### src/rtl/vm_pkg.sv
// Shared types and coin helpers for the parametrised vending controller.
package vm_pkg;

    typedef enum logic [1:0] {
        IDLE    = 2'd0,
        COLLECT = 2'd1,
        VEND    = 2'd2,
        CHANGE  = 2'd3
    } vm_state_e;

    localparam logic [2:0] COIN10_UNITS = 3'd1;
    localparam logic [2:0] COIN50_UNITS = 3'd5;

    // Credit value of the coins seen in one cycle, in $10 units.
    function automatic logic [2:0] coin_units(input logic d10, input logic d50);
        coin_units = (d10 ? COIN10_UNITS : 3'd0) + (d50 ? COIN50_UNITS : 3'd0);
    endfunction

endpackage

### src/rtl/vending_machine_param_if.sv
// Front-end / dispenser signal bundle. sold_out exists only when STOCK_COUNT_EN is defined.
interface vending_machine_param_if #(
    parameter int ITEM_W   = 2,
    parameter int CREDIT_W = 8
);
    logic [ITEM_W-1:0]   item;
    logic                sel;
    logic                dollar_10;
    logic                dollar_50;
    logic                cancel;
    logic [CREDIT_W-1:0] price;
    logic                release_valid;
    logic [ITEM_W-1:0]   release_item;
    logic                change_return;
    logic                busy;
`ifdef STOCK_COUNT_EN
    logic                sold_out;
`endif

    modport master (
        output item, sel, dollar_10, dollar_50, cancel,
`ifdef STOCK_COUNT_EN
        input  sold_out,
`endif
        input  price, release_valid, release_item, change_return, busy
    );

    modport slave (
        input  item, sel, dollar_10, dollar_50, cancel,
`ifdef STOCK_COUNT_EN
        output sold_out,
`endif
        output price, release_valid, release_item, change_return, busy
    );
endinterface

### src/rtl/vending_machine_param_checker.sv
// Simulation-only checks: configuration sanity and lost refund coins.
module vending_machine_param_checker #(
    parameter int NUM_ITEMS  = 4,
    parameter int CREDIT_W   = 8,
    parameter int STOCK_W    = 4,
    parameter int STOCK_INIT = 15
) (
    input logic clk,
    input logic reset,
    input logic change_ovf
);
    localparam bit CFG_OK = (NUM_ITEMS >= 2) && (NUM_ITEMS <= 16) &&
                            (((1 << CREDIT_W) - 1) >= 21) &&
                            (STOCK_INIT >= 0) && (STOCK_INIT < (1 << STOCK_W));

    cfg_ok_a: assert property (@(posedge clk) disable iff (!reset) CFG_OK);
    no_refund_loss_a: assert property (@(posedge clk) disable iff (!reset) !change_ovf);
endmodule

### src/rtl/vm_stock_bank.sv
// Per-item stock counters with a decrement port and an empty query (STOCK_COUNT_EN builds).
module vm_stock_bank #(
    parameter int NUM_ITEMS  = 4,
    parameter int ITEM_W     = 2,
    parameter int STOCK_W    = 4,
    parameter int STOCK_INIT = 15
) (
    input  logic              clk,
    input  logic              reset,
    input  logic              dec_valid,
    input  logic [ITEM_W-1:0] dec_item,
    input  logic [ITEM_W-1:0] query_item,
    output logic              empty
);
    localparam logic [STOCK_W-1:0] INIT_V = STOCK_W'(STOCK_INIT);
    localparam logic [STOCK_W-1:0] ONE_V  = {{(STOCK_W-1){1'b0}}, 1'b1};

    logic [STOCK_W-1:0] stock_r [NUM_ITEMS];

    // Stock counters: reload on reset, count down on each dispense, never wrap.
    always_ff @(posedge clk or negedge reset) begin
        if (!reset) begin
            for (int i = 0; i < NUM_ITEMS; i++) stock_r[i] <= INIT_V;
        end else begin
            for (int i = 0; i < NUM_ITEMS; i++) begin
                if (dec_valid && (int'(dec_item) == i) && (stock_r[i] != '0))
                    stock_r[i] <= stock_r[i] - ONE_V;
                else
                    stock_r[i] <= stock_r[i];
            end
        end
    end

    // Out-of-range selections report empty so they can never start a sale.
    always_comb begin
        empty = 1'b1;
        if (int'(query_item) < NUM_ITEMS)
            empty = (stock_r[query_item] == '0);
        else
            empty = 1'b1;
    end
endmodule

### src/rtl/vending_machine_param.sv
// Parametrised vending controller: collect, vend, serial $10 change. Optional stock via STOCK_COUNT_EN.
module vending_machine_param
    import vm_pkg::*;
#(
    parameter int                     NUM_ITEMS  = 4,
    parameter int                     ITEM_W     = $clog2(NUM_ITEMS),
    parameter int                     CREDIT_W   = 8,
    parameter logic [4*NUM_ITEMS-1:0] PRICE_LIST = {4'd5, 4'd4, 4'd3, 4'd2},
    parameter int                     STOCK_W    = 4,
    parameter int                     STOCK_INIT = 15
) (
    input logic              clk,
    input logic              reset,
    vending_machine_param_if.slave bus
);
    localparam logic [CREDIT_W-1:0] ONE_C = {{(CREDIT_W-1){1'b0}}, 1'b1};

    vm_state_e           state_r, nstate_s;
    logic [CREDIT_W-1:0] due_r, credit_r, change_cnt_r;
    logic [CREDIT_W-1:0] ndue_s, ncredit_s, ncnt_s;
    logic [ITEM_W-1:0]   sel_item_r, nitem_s;
    logic [CREDIT_W-1:0] price_r, price_next_s;
    logic                release_valid_r, change_return_r, busy_r;
    logic [ITEM_W-1:0]   release_item_r;
    logic [2:0]          coin_s;
    logic [CREDIT_W:0]   credit_sum_s, refund_sum_s;
    logic [CREDIT_W-1:0] refund_base_s, refund_sat_s;
    logic                item_ok_s, empty_s, change_ovf_s;

    function automatic logic [CREDIT_W-1:0] price_of(input logic [ITEM_W-1:0] idx);
        price_of = {{(CREDIT_W-4){1'b0}}, PRICE_LIST[int'(idx)*4 +: 4]};
    endfunction

`ifdef STOCK_COUNT_EN
    logic sold_out_r, nsold_s;

    vm_stock_bank #(
        .NUM_ITEMS (NUM_ITEMS),
        .ITEM_W    (ITEM_W),
        .STOCK_W   (STOCK_W),
        .STOCK_INIT(STOCK_INIT)
    ) u_stock (
        .clk       (clk),
        .reset     (reset),
        .dec_valid (release_valid_r),
        .dec_item  (release_item_r),
        .query_item(bus.item),
        .empty     (empty_s)
    );
    assign bus.sold_out = sold_out_r;
`else
    assign empty_s = 1'b0;
`endif

    vending_machine_param_checker #(
        .NUM_ITEMS (NUM_ITEMS),
        .CREDIT_W  (CREDIT_W),
        .STOCK_W   (STOCK_W),
        .STOCK_INIT(STOCK_INIT)
    ) u_chk (
        .clk       (clk),
        .reset     (reset),
        .change_ovf(change_ovf_s)
    );

    // Coin arithmetic: credit in COLLECT, saturating refund/change counter in VEND and CHANGE.
    always_comb begin
        coin_s        = coin_units(bus.dollar_10, bus.dollar_50);
        item_ok_s     = (int'(bus.item) < NUM_ITEMS);
        credit_sum_s  = {1'b0, credit_r} + {{(CREDIT_W-2){1'b0}}, coin_s};
        refund_base_s = (state_r == CHANGE) ? (change_cnt_r - ONE_C) : change_cnt_r;
        refund_sum_s  = {1'b0, refund_base_s} + {{(CREDIT_W-2){1'b0}}, coin_s};
        refund_sat_s  = refund_sum_s[CREDIT_W] ? {CREDIT_W{1'b1}} : refund_sum_s[CREDIT_W-1:0];
        change_ovf_s  = refund_sum_s[CREDIT_W] && ((state_r == VEND) || (state_r == CHANGE));
    end

    // Next-state and next-counter decisions.
    always_comb begin
        nstate_s  = state_r;
        ndue_s    = due_r;
        ncredit_s = credit_r;
        ncnt_s    = change_cnt_r;
        nitem_s   = sel_item_r;
`ifdef STOCK_COUNT_EN
        nsold_s   = 1'b0;
`endif
        case (state_r)
            IDLE: begin
                if (bus.sel && item_ok_s && !empty_s) begin
                    nstate_s  = COLLECT;
                    nitem_s   = bus.item;
                    ndue_s    = price_of(bus.item);
                    ncredit_s = '0;
                end
`ifdef STOCK_COUNT_EN
                else if (bus.sel && item_ok_s) begin
                    nsold_s = 1'b1;
                end
`endif
                else begin
                    nstate_s = IDLE;
                end
            end
            COLLECT: begin
                if (bus.cancel) begin
                    ncnt_s   = credit_sum_s[CREDIT_W-1:0];
                    nstate_s = (credit_sum_s != '0) ? CHANGE : IDLE;
                end else if (credit_sum_s >= {1'b0, due_r}) begin
                    nstate_s  = VEND;
                    ncredit_s = credit_sum_s[CREDIT_W-1:0];
                    ncnt_s    = credit_sum_s[CREDIT_W-1:0] - due_r;
                end else begin
                    ncredit_s = credit_sum_s[CREDIT_W-1:0];
                end
            end
            VEND, CHANGE: begin
                ncnt_s   = refund_sat_s;
                nstate_s = (refund_sat_s != '0) ? CHANGE : IDLE;
            end
            default: begin
                nstate_s = IDLE;
            end
        endcase
        price_next_s = ((nstate_s == COLLECT) && (ndue_s > ncredit_s)) ? (ndue_s - ncredit_s) : '0;
    end

    // FSM state, counters and registered outputs, all derived from the next-state view.
    always_ff @(posedge clk or negedge reset) begin
        if (!reset) begin
            state_r         <= IDLE;
            due_r           <= '0;
            credit_r        <= '0;
            change_cnt_r    <= '0;
            sel_item_r      <= '0;
            price_r         <= '0;
            release_valid_r <= 1'b0;
            release_item_r  <= '0;
            change_return_r <= 1'b0;
            busy_r          <= 1'b0;
`ifdef STOCK_COUNT_EN
            sold_out_r      <= 1'b0;
`endif
        end else begin
            state_r         <= nstate_s;
            due_r           <= ndue_s;
            credit_r        <= ncredit_s;
            change_cnt_r    <= ncnt_s;
            sel_item_r      <= nitem_s;
            price_r         <= price_next_s;
            release_valid_r <= (nstate_s == VEND);
            release_item_r  <= (nstate_s == VEND) ? nitem_s : release_item_r;
            change_return_r <= (nstate_s == CHANGE);
            busy_r          <= (nstate_s != IDLE);
`ifdef STOCK_COUNT_EN
            sold_out_r      <= nsold_s;
`endif
        end
    end

    assign bus.price         = price_r;
    assign bus.release_valid = release_valid_r;
    assign bus.release_item  = release_item_r;
    assign bus.change_return = change_return_r;
    assign bus.busy          = busy_r;
endmodule

### src/flat_wrapper.sv
// flat-port wrapper written by rule: the top's interface ports become plain ports
module vending_machine_param_flat import vm_pkg::*;
#(
    parameter int                     NUM_ITEMS  = 4,
    parameter int                     ITEM_W     = $clog2(NUM_ITEMS),
    parameter int                     CREDIT_W   = 8,
    parameter logic [4*NUM_ITEMS-1:0] PRICE_LIST = {4'd5, 4'd4, 4'd3, 4'd2},
    parameter int                     STOCK_W    = 4,
    parameter int                     STOCK_INIT = 15
)
  (clk, reset, bus_item, bus_sel, bus_dollar_10, bus_dollar_50, bus_cancel, bus_price, bus_release_valid, bus_release_item, bus_change_return, bus_busy);
  vending_machine_param_if #(.ITEM_W(ITEM_W), .CREDIT_W(CREDIT_W)) bus_i ();
  input logic clk;
  input logic reset;
  input wire logic [$bits(bus_i.item)-1:0] bus_item;
  input wire logic [$bits(bus_i.sel)-1:0] bus_sel;
  input wire logic [$bits(bus_i.dollar_10)-1:0] bus_dollar_10;
  input wire logic [$bits(bus_i.dollar_50)-1:0] bus_dollar_50;
  input wire logic [$bits(bus_i.cancel)-1:0] bus_cancel;
  output wire logic [$bits(bus_i.price)-1:0] bus_price;
  output wire logic [$bits(bus_i.release_valid)-1:0] bus_release_valid;
  output wire logic [$bits(bus_i.release_item)-1:0] bus_release_item;
  output wire logic [$bits(bus_i.change_return)-1:0] bus_change_return;
  output wire logic [$bits(bus_i.busy)-1:0] bus_busy;
  assign bus_i.item = bus_item;
  assign bus_i.sel = bus_sel;
  assign bus_i.dollar_10 = bus_dollar_10;
  assign bus_i.dollar_50 = bus_dollar_50;
  assign bus_i.cancel = bus_cancel;
  assign bus_price = bus_i.price;
  assign bus_release_valid = bus_i.release_valid;
  assign bus_release_item = bus_i.release_item;
  assign bus_change_return = bus_i.change_return;
  assign bus_busy = bus_i.busy;
  vending_machine_param #(.NUM_ITEMS(NUM_ITEMS), .ITEM_W(ITEM_W), .CREDIT_W(CREDIT_W), .PRICE_LIST(PRICE_LIST), .STOCK_W(STOCK_W), .STOCK_INIT(STOCK_INIT)) u_core (.clk(clk), .reset(reset), .bus(bus_i));
endmodule
### config.mk
export PLATFORM = sky130hd
export DESIGN_NAME = vending_machine_param_flat
export DESIGN_NICKNAME = d
export VERILOG_FILES = /design/src/rtl/vm_pkg.sv /design/src/rtl/vending_machine_param_if.sv /design/src/rtl/vending_machine_param_checker.sv /design/src/rtl/vm_stock_bank.sv /design/src/rtl/vending_machine_param.sv /design/src/flat_wrapper.sv
export SDC_FILE = /design/constraint.sdc
export NUM_CORES = 1
export LEC_CHECK = 0
export ABC_AREA = 1
export BUFFER_PORTS_ARGS = -buffer_cell sky130_fd_sc_hd__buf_2
export CORE_AREA = 2 2 89 91
export CTS_CLUSTER_SIZE = 30
export DETAILED_ROUTE_END_ITERATION = 7
export DIE_AREA = 0 0 91 93
export PLACE_DENSITY = 0.7
export SYNTH_ARGS = -nofsm -noshare
export SYNTH_HDL_FRONTEND = slang
export SYNTH_SLANG_ARGS = --single-unit
### constraint.sdc
create_clock -name clk -period 9.3 [get_ports clk]
set_input_delay 0.465 -clock clk [delete_from_list [all_inputs] [get_ports clk]]
set_output_delay 0.465 -clock clk [all_outputs]
set_load 0.01 [all_outputs]
==> metrics.txt, run 1 <==
# DRC 0; synth warn 0; total CTS buffers 5; share of layout cells above drive strength 1 0.155; Syn Nets 479; crit path kind register to register; Yosys cell types 35; synthesized area 0.00327 mm^2; worst path required time 9.53 ns; RePlAce Congestion 0.964; die height 93 um; highest-count cells in the layout ignoring fill and taps 103 x nand2_1, 65 x inv_1, 41 x dfrtp_1; Core Area 0.00753 mm^2; startpoint class of the critical path register; Setup WS pre-CTS 5.37 ns; initial core utilization 0.435; Hold Vio Cnt, Final 0; routed vias/inst 5.04; maxcap violations 0; final setup fails 0; Die X-Extent 91 um; Longest Clk Path Bufs 2; Hold Buf Count CTS 0; # fillers 816; CTS Root Cell clkbuf_8; # IOs 21; PwrDens 372 mW/mm^2; Area Overhead vs Synth 9.25%; clk_skew 0.0105 ns; detailed placer's ending HPWL 6050 um; Rows 32; post-cts sizing count 0; NumNets Final 500; Routed WL per cell 13.1 um; post-synthesis sequential area ratio 0.313; H-tree levels 2; Slew HR 0.402; most common cell after layout, fill and taps aside nand2_1; drt first-iter violations 127; Clock Sinks 41; Total GRT Usage 0.192; Max Freq 0.257 GHz; via count 2,865; Reg clk slew, reported paths 0.09 ns; worst vdd ir 0.204 mV; final core occ 0.475; Initial DRT Pass Iterations 4; DIE AREA 0.00846 mm^2; Gate power share 0.675; Slew Limit Fails 0; Antenna Cells 0; Congestion Overflow GR 0; Final min period 3.89 ns; Worst Path Arrival 4.12 ns; setup TNS 0 ns; Routed Antenna Nets 0; Worst Hold Class input pin to asynchronous set/reset pin; storage element area 0.00103 mm^2; Setup crit end kind register; Post-Syn Instances 444; WL final 7450 um; Worst-Margin Slew 0.897 ns; Avg Inst Size Synth 7.37 um^2; Reg power frac 0.215; unrepaired setup endpoints after global routing false; PortBufs 20; leakage 0.00186 uW; vias in the first global route 2,833; critical-path maximum fanout 16; Seq cells post-synth 41; area of the multi-input gates 0.00193 mm^2; Final period util 0.419; NetSw 687 uW; share of power burned in the clock network 0.110; clock latency on the worst-skew pair 0.30 ns; CTS tree built; largest net degree at the start of global routing 42; first-pass GRT wire length 13,100 um; switching share of power 0.517; initial antenna violation count 0; status finished, final reports clean; Power Internal 642 uW; Setup Buffers After CTS 0; R2R Setup Slk 5.41 ns; worst setup margin 5.41 ns
## synthesized netlist by cell type
library cell	instances	area share
nand2_1	103	0.12
inv_1	65	0.075
dfrtp_1	41	0.31
nor2_1	31	0.036
a21oi_1	25	0.038
ha_1	25	0.096
nand3_1	23	0.035
o21ai_0	21	0.032
xor2_1	15	0.040
nor2_2	14	0.027
nand4_1	10	0.019
o211ai_1	10	0.023
inv_2	8	0.0092
nand3_2	7	0.021
nor3_1	7	0.011
nand2_2	6	0.011
nand2_4	3	0.010
xnor2_1	3	0.0080
buf_2	2	0.0031
buf_6	2	0.0069
clkbuf_1	2	0.0023
clkinv_1	2	0.0023
fa_1	2	0.012
nand3_4	2	0.011
nand3b_1	2	0.0046
nor2_4	2	0.0069
o2111ai_1	2	0.0054
o22ai_1	2	0.0038
a21oi_2	1	0.0027
and2_1	1	0.0019
nand2_8	1	0.0061
o21ai_1	1	0.0015
o221ai_1	1	0.0027
o31ai_1	1	0.0023
or3_1	1	0.0019
## area by class of cell
class	instances	share of cell area
flip-flops and latches	41	0.287
clock buffers	5	0.0192
multi-input cells	322	0.538
clock inverters	3	0.0129
well taps	102	0.0357
repair buffers	20	0.0280
inverters	75	0.0787
## per-layer routing
metal  wire length, um  vias up  track usage
met3               299       18       0.0282
met4               193        0       0.0732
met2              3440       52        0.316
li1                  -     1481            -
met1              3520     1314        0.256
met5                 0        -            0
## per-stage QoR
stage          instance area, um^2  total power, uW  hold WS, ns  cells
5_1_grt                       3580             1480        0.372    568
2_1_floorplan                 3270              989        0.169    444
4_1_cts                       3580             1330        0.325    568
3_3_place_gp                  3460             1170        0.469    560
3_5_place_dp                  3460             1180        0.470    560
6_report                      3580             1330        0.288    568
## power groups by stage
stage	Clock, uW	Combinational (uW)	Sequential [uW]
6_report	146	897	286
3_3_place_gp	0	887	288
2_1_floorplan	0	720	269
5_1_grt	157	1030	294
3_5_place_dp	0	889	288
4_1_cts	148	897	285
## cells by family (layout without fill, tap and decap cells)
logic type | count (synthesis) | count (layout) | synth area share
flops | 41 | 41 | 0.313
fa+ha+maj | 27 | 27 | 0.108
compound gates | 64 | 64 | 0.112
simple gates | 213 | 213 | 0.321
buf+inv | 81 | 103 | 0.0982
xor+xnor | 18 | 18 | 0.0482
## registers in the layout, indices dropped and copies added (netlist names)
register	count
u_core.sel_item_r	2
u_core.bus.change_return	1
u_core.change_cnt_r	8
u_core.credit_r	8
u_core.due_r	8
u_core.bus.release_valid	1
u_core.bus.price	8
u_core.bus.release_item	2
u_core.bus.busy	1
u_core.state_r	2
## critical path: stages (launching register included)
cell and delay (ns):
dfrtp_1 0.67, nor2_1 0.52, inv_1 0.25, nor2_1 0.26, inv_1 0.08, a21oi_1 0.11
o21ai_0 0.16, ha_1 0.38, nand2_1 0.08, o21ai_0 0.28, nand2_1 0.09, nand2_1 0.07
a21oi_1 0.08, nor2_1 0.10, o21ai_0 0.09, nand2_1 0.07, nand2_1 0.09, a21oi_2 0.16
nand3_4 0.18, nor2_2 0.13
## path summary, 6_finish.rpt
path | to | cells after the start | start
max in group asynchronous | u_core.change_cnt_r[1] | 1 | reset
worst min register to register | u_core.sel_item_r[0] | 2 | u_core.sel_item_r[0]
worst max register to register | u_core.bus.price[1] | 19 | u_core.state_r[1]
min in group clk | u_core.due_r[0] | 3 | bus_item[0]
worst max-delay path | u_core.bus.price[1] | 19 | u_core.state_r[1]
worst min-delay path | u_core.bus.price[5] | 1 | reset
Note: power is estimated with default switching activity, not from simulation.
==> run 2: changes to the inputs <==
==> constraint.sdc (replaced) <==
create_clock -name clk -period 3.9 [get_ports clk]
set_input_delay 0.195 -clock clk [delete_from_list [all_inputs] [get_ports clk]]
set_output_delay 0.195 -clock clk [all_outputs]
set_load 0.01 [all_outputs]
==> run 2 against run 1 <==
Maximum frequency increased by 13%. Register-to-register slack got worse by 5.0 ns. Clock skew decreased by 0.0025 ns. Sequential cell count unchanged. Sequential power increased by 130%. Critical path depth increased by 3.
==> metrics.txt, run 2 (synthesized netlist as in run 1, its figures left out) <==
status finished, final reports clean; Fin Hold WS 0.0206 ns (-0.267 ns); Initial DRT Pass Iterations 4 (unchanged); crit path kind register to register; drt first-iter violations 144 (+13%); Setup WS pre-CTS 0.199 ns (-5.17 ns); final core occ 0.475 (about the same); Core Area 0.00753 mm^2 (unchanged); Area Overhead vs Synth 9.33% (about the same); Congestion Overflow GR 0 (unchanged); unrepaired setup endpoints after global routing false; Slew Limit Fails 0 (unchanged); Die X-Extent 91 um (unchanged); worst r2r path cells 22 (+3); Final period util 0.883 (+0.464); H-tree levels 2 (unchanged); WL final 7830 um (+5.0%); Routed WL per cell 13.7 um (+4.3%); worst setup margin 0.456 ns (-4.95 ns); Worst Hold Class input pin to asynchronous set/reset pin; # fillers 777 (-4.8%); FF-to-FF Start u_core.credit_r[1]; leakage 0.00187 uW (+0.45%); CTS Root Cell clkbuf_8; worst path required time 4.14 ns (-5.39 ns); initial core utilization 0.435 (unchanged); PwrDens 877 mW/mm^2 (+140%); share of layout cells above drive strength 1 0.164 (+0.00932); detailed placer's ending HPWL 6260 um (+3.5%); initial antenna violation count 0 (unchanged); total CTS buffers 5 (unchanged); Routed Antenna Nets 0 (unchanged); Reg clk slew, reported paths 0.08 ns (about the same); worst vdd ir 0.522 mV (+160%); Total GRT Usage 0.205 (+0.0136); storage element area 0.00103 mm^2 (+0.12%); first-pass GRT wire length 13,900 um (+6.2%); Final min period 3.44 ns (-0.450 ns); most common cell after layout, fill and taps aside nand2_1; vias in the first global route 2,939 (+3.7%); Rows 32 (unchanged); RePlAce Congestion 0.893 (-7.3%); Worst-Margin Slew 0.914 ns (+0.0178 ns); Clock Sinks 41 (unchanged); Worst Path Arrival 3.68 ns (-0.44 ns); Setup crit end kind register; R2R Setup Slk 0.46 ns (-4.95 ns); FF-to-FF End u_core.bus.price[2]; # DRC 0 (unchanged); Longest Clk Path Bufs 2 (unchanged); via count 2,841 (-0.84%); NumNets Final 504 (+0.80%); # IOs 21 (unchanged); clock latency on the worst-skew pair 0.30 ns (about the same); routed vias/inst 4.97 (-1.5%); Slew HR 0.390 (-0.0118); PortBufs 20 (unchanged); highest-count cells in the layout ignoring fill and taps 103 x nand2_1, 65 x inv_1, 40 x dfrtp_1; final setup fails 0 (unchanged); DIE AREA 0.00846 mm^2 (unchanged); setup TNS 0 ns (unchanged); die height 93 um (unchanged); Max Freq 0.290 GHz (+13%); startpoint class of the critical path register; Setup Buffers After CTS 0 (unchanged); Antenna Cells 0 (unchanged); area of the multi-input gates 0.00193 mm^2 (unchanged); clk_skew 0.00803 ns (-0.00245 ns); largest net degree at the start of global routing 42 (unchanged); CTS tree built; Hold Vio Cnt, Final 0 (unchanged); maxcap violations 0 (unchanged); critical-path maximum fanout 8 (-8)
[run 2: changes by cell type in the layout (fill, tap and decap cells not counted), moves of 2 or more]
cell,previous run,this run
o21ai_0,21,19
o21ai_1,1,3
buf_4,0,4
clkinv_2,0,2
[run 2: timing repair]
item / in CTS / in global routing
endpoints found under the hold margin: 0 / 0
endpoints found under the setup margin: 0 / 8
hold buffers: 0 / 0
resized for setup: 0 / 3
[run 2: worst max-delay path by stage]
stage | start | to | slack (ns) | cells after the start
floorplan | bus_dollar_50 | u_core.bus.price[0] | 0.90 | 17
global placement | bus_dollar_50 | u_core.bus.price[4] | 0.30 | 24
detailed placement | bus_dollar_50 | u_core.bus.price[2] | 0.20 | 24
CTS | u_core.state_r[0] | u_core.bus.price[2] | 0.26 | 21
global route | u_core.state_r[0] | u_core.bus.price[7] | 0.10 | 20
finish | u_core.credit_r[1] | u_core.bus.price[2] | 0.46 | 22
[run 2: report_power, final]
part / switching (uW) / leakage, uW / total (uW) / internal (uW)
Sequential: 105 / 0.000509 / 671 / 566
Clock: 158 / 0.0000439 / 281 / 124
Combinational: 1400 / 0.00132 / 2190 / 785
Total: 1670 / 0.00187 / 3140 / 1470
[run 2: through the flow]
stage | cell area (um^2) | power, uW | instances
final | 3580 | 3140 | 572
after floorplan | 3270 | 2360 | 444
after global routing | 3580 | 3490 | 572
after CTS | 3580 | 3140 | 572
after global placement | 3490 | 2810 | 564
after detailed placement | 3490 | 2840 | 564
[run 2: layout make-up]
type	instances	area share
flip-flops and latches	41	0.287
inverters	75	0.0787
repair buffers	24	0.0364
clock buffers	5	0.0192
clock inverters	3	0.00490
multi-input cells	322	0.538
well taps	102	0.0357
[run 2: critical path, cell delays in order, from the launching register on]
cell and delay (ns):
dfrtp_1 0.42, xor2_1 0.26, ha_1 0.19, inv_1 0.04, nand2_1 0.11, xor2_1 0.23, inv_1 0.12, o21ai_0 0.19
o21ai_0 0.19, inv_1 0.09, ha_1 0.20, nand2_1 0.08, o21ai_1 0.21, nand2_1 0.09, nand2_1 0.07, a21oi_1 0.08
nor2_1 0.09, o21ai_0 0.08, nand2_1 0.06, nand2_1 0.09, a21oi_2 0.17, nand3_4 0.18, nor2_2 0.13
[run 2: per-layer routing]
| layer | share of wire | up-vias | global-route usage |
|---|---|---|---|
| li1 | - | 1487 | - |
| met1 | 0.47 | 1287 | 0.267 |
| met2 | 0.47 | 51 | 0.353 |
| met3 | 0.036 | 16 | 0.0314 |
| met4 | 0.021 | 0 | 0.0644 |
| met5 | 0 | - | 0 |
==> run 3: changes to the inputs <==
--- a/config.mk
+++ b/config.mk
@@ -11,6 +11,7 @@
 export CTS_CLUSTER_SIZE = 30
 export DETAILED_ROUTE_END_ITERATION = 7
 export DIE_AREA = 0 0 91 93
+export GPL_TIMING_DRIVEN = 0
 export PLACE_DENSITY = 0.7
 export SYNTH_ARGS = -nofsm -noshare
 export SYNTH_HDL_FRONTEND = slang
==> run 3 against run 2 <==
Core utilization rose by 0.53 points. Setup slack lost 0.068 ns. Maximum frequency is 1.9% lower. Sequential share of layout area down 0.35 points. Global-route usage down 1.7 points. Via count grew 4.2%. Final cell count rose by 0.35%. First-iteration DRC count is 13% lower. Clock-buffer cell count unchanged. Hold slack lost 0.015 ns. Sequential cell count stayed put. Cell area up 1.1%. Critical endpoint is now u_core.bus.price[7].
==> metrics.txt, run 3 (synthesized netlist as in run 1, its figures left out) <==
status finished, final reports clean; storage element area 0.00103 mm^2 (-0.12%); CTS tree built; startpoint class of the critical path register; Final min period 3.51 ns (+0.0678 ns); # DRC 0 (unchanged); first-pass GRT wire length 13,000 um (-6.4%); Setup crit end kind register; die height 93 um (unchanged); DIE AREA 0.00846 mm^2 (unchanged); most common cell after layout, fill and taps aside nand2_1; Setup WS pre-CTS 0.245 ns (+0.0459 ns); RePlAce Congestion 1.01 (+13%); critical-path maximum fanout 10 (+2); Area Overhead vs Synth 10.6%; final core occ 0.481 (+0.00532); Reg clk slew, reported paths 0.08 ns (about the same); clk_skew 0.00377 ns (-0.00426 ns); worst path required time 4.10 ns (-0.04 ns); WL final 7460 um (-4.7%); area of the multi-input gates 0.00193 mm^2 (+0.13%); Routed WL per cell 13.0 um (-5.0%); PwrDens 880 mW/mm^2 (+0.26%); Initial DRT Pass Iterations 4 (unchanged); Worst Hold Class input pin to asynchronous set/reset pin; Slew Limit Fails 0 (unchanged); total CTS buffers 5 (unchanged); Slew HR 0.395 (+0.00415); Worst-Margin Slew 0.908 ns (-0.00622 ns); vias in the first global route 2,820 (-4.0%); Setup Buffers After CTS 0 (unchanged); Die X-Extent 91 um (unchanged); drt first-iter violations 125 (-13%); CTS Root Cell clkbuf_8; Total GRT Usage 0.188 (-0.0169); Core Area 0.00753 mm^2 (unchanged); H-tree levels 2 (unchanged); Final period util 0.900 (+0.0174); detailed placer's ending HPWL 5930 um (-5.3%); routed vias/inst 5.16 (+3.8%); Clock Sinks 41 (unchanged); unrepaired setup endpoints after global routing false; highest-count cells in the layout ignoring fill and taps 103 x nand2_1, 65 x inv_1, 41 x dfrtp_1; PortBufs 20 (unchanged); # fillers 775 (-0.26%); share of layout cells above drive strength 1 0.163 (-0.000694); Hold Vio Cnt, Final 0 (unchanged); clock latency on the worst-skew pair 0.30 ns (about the same); Antenna Cells 0 (unchanged); worst vdd ir 0.584 mV (+12%); Worst Path Arrival 3.71 ns (+0.03 ns); maxcap violations 0 (unchanged); # IOs 21 (unchanged); initial antenna violation count 0 (unchanged); crit path kind register to register; Congestion Overflow GR 0 (unchanged); largest net degree at the start of global routing 42 (unchanged); setup TNS 0 ns (unchanged); final setup fails 0 (unchanged); worst setup margin 0.388 ns (-0.0678 ns); NumNets Final 506 (+0.40%); Longest Clk Path Bufs 2 (unchanged); leakage 0.00188 uW (+0.65%); via count 2,959 (+4.2%); Rows 32 (unchanged); initial core utilization 0.435 (unchanged); Routed Antenna Nets 0 (unchanged); Max Freq 0.285 GHz (-1.9%)
run 3: through the flow:
step	hold WS (ns)	instance area, um^2	total power (uW)	cells
after floorplan	-0.101	3270	2360	444
after global placement	0.374	3500	2770	566
final	0.00547	3620	3180	574
after global routing	0.101	3620	3530	574
after detailed placement	0.388	3500	2810	566
after CTS	0.0648	3620	3180	574
run 3: where the power goes:
part	leakage, uW	internal (uW)	total [uW]	switching (uW)
combinational	0.00132	789	2180	1390
sequential	0.000509	565	647	82.4
clock	0.0000543	192	352	160
total	0.00188	1550	3180	1640
run 3: final cells by class:
type / count / share of cell area
plain buffers: 6 / 0.0111
clock buffers: 5 / 0.0190
clock inverters: 3 / 0.0128
inverters: 75 / 0.0778
multi-input cells: 322 / 0.533
flip-flops and latches: 41 / 0.284
well taps: 102 / 0.0353
repair buffers: 20 / 0.0277
run 3: worst max-delay path, cell delays in order (launching register included):
cell and delay, ns:
dfrtp_1 0.34, buf_6 0.15, buf_2 0.25, clkinv_1 0.28, nand2_1 0.16, nand2_1 0.13
o21ai_0 0.58, inv_1 0.11, ha_1 0.33, nand3b_1 0.08, nand2_1 0.09, nand2_1 0.07
nand2_1 0.05, a21oi_1 0.21, inv_1 0.07, a21oi_1 0.12, nor2_1 0.05, nor2_1 0.11
xor2_1 0.18, nor2_2 0.05
run 3: final timing paths:
check,cells past startpoint,slack (ns),start,endpoint
setup reg to reg,19,0.39,u_core.state_r[1],u_core.bus.price[7]
setup / recovery,19,0.39,u_core.state_r[1],u_core.bus.price[7]
hold / removal,1,0.005,reset,u_core.bus.price[5]
min in group clk,3,0.13,bus_item[0],u_core.due_r[0]
max in group asynchronous,1,3.31,reset,u_core.change_cnt_r[1]
hold reg to reg,2,0.49,u_core.bus.release_item[0],u_core.bus.release_item[0]
run 3: repair_timing:
item	CTS	global route
hold buffers	0	0
endpoints found under the setup margin	0	8
resized for setup	0	2
run 3: metal layers:
layer  vias to the layer above  track usage  wire (um)
met5                         -            0          0
met4                         0       0.0442         96
met3                         8       0.0234        297
met2                        65        0.330       3600
met1                      1390        0.250       3470
li1                       1496            -          -
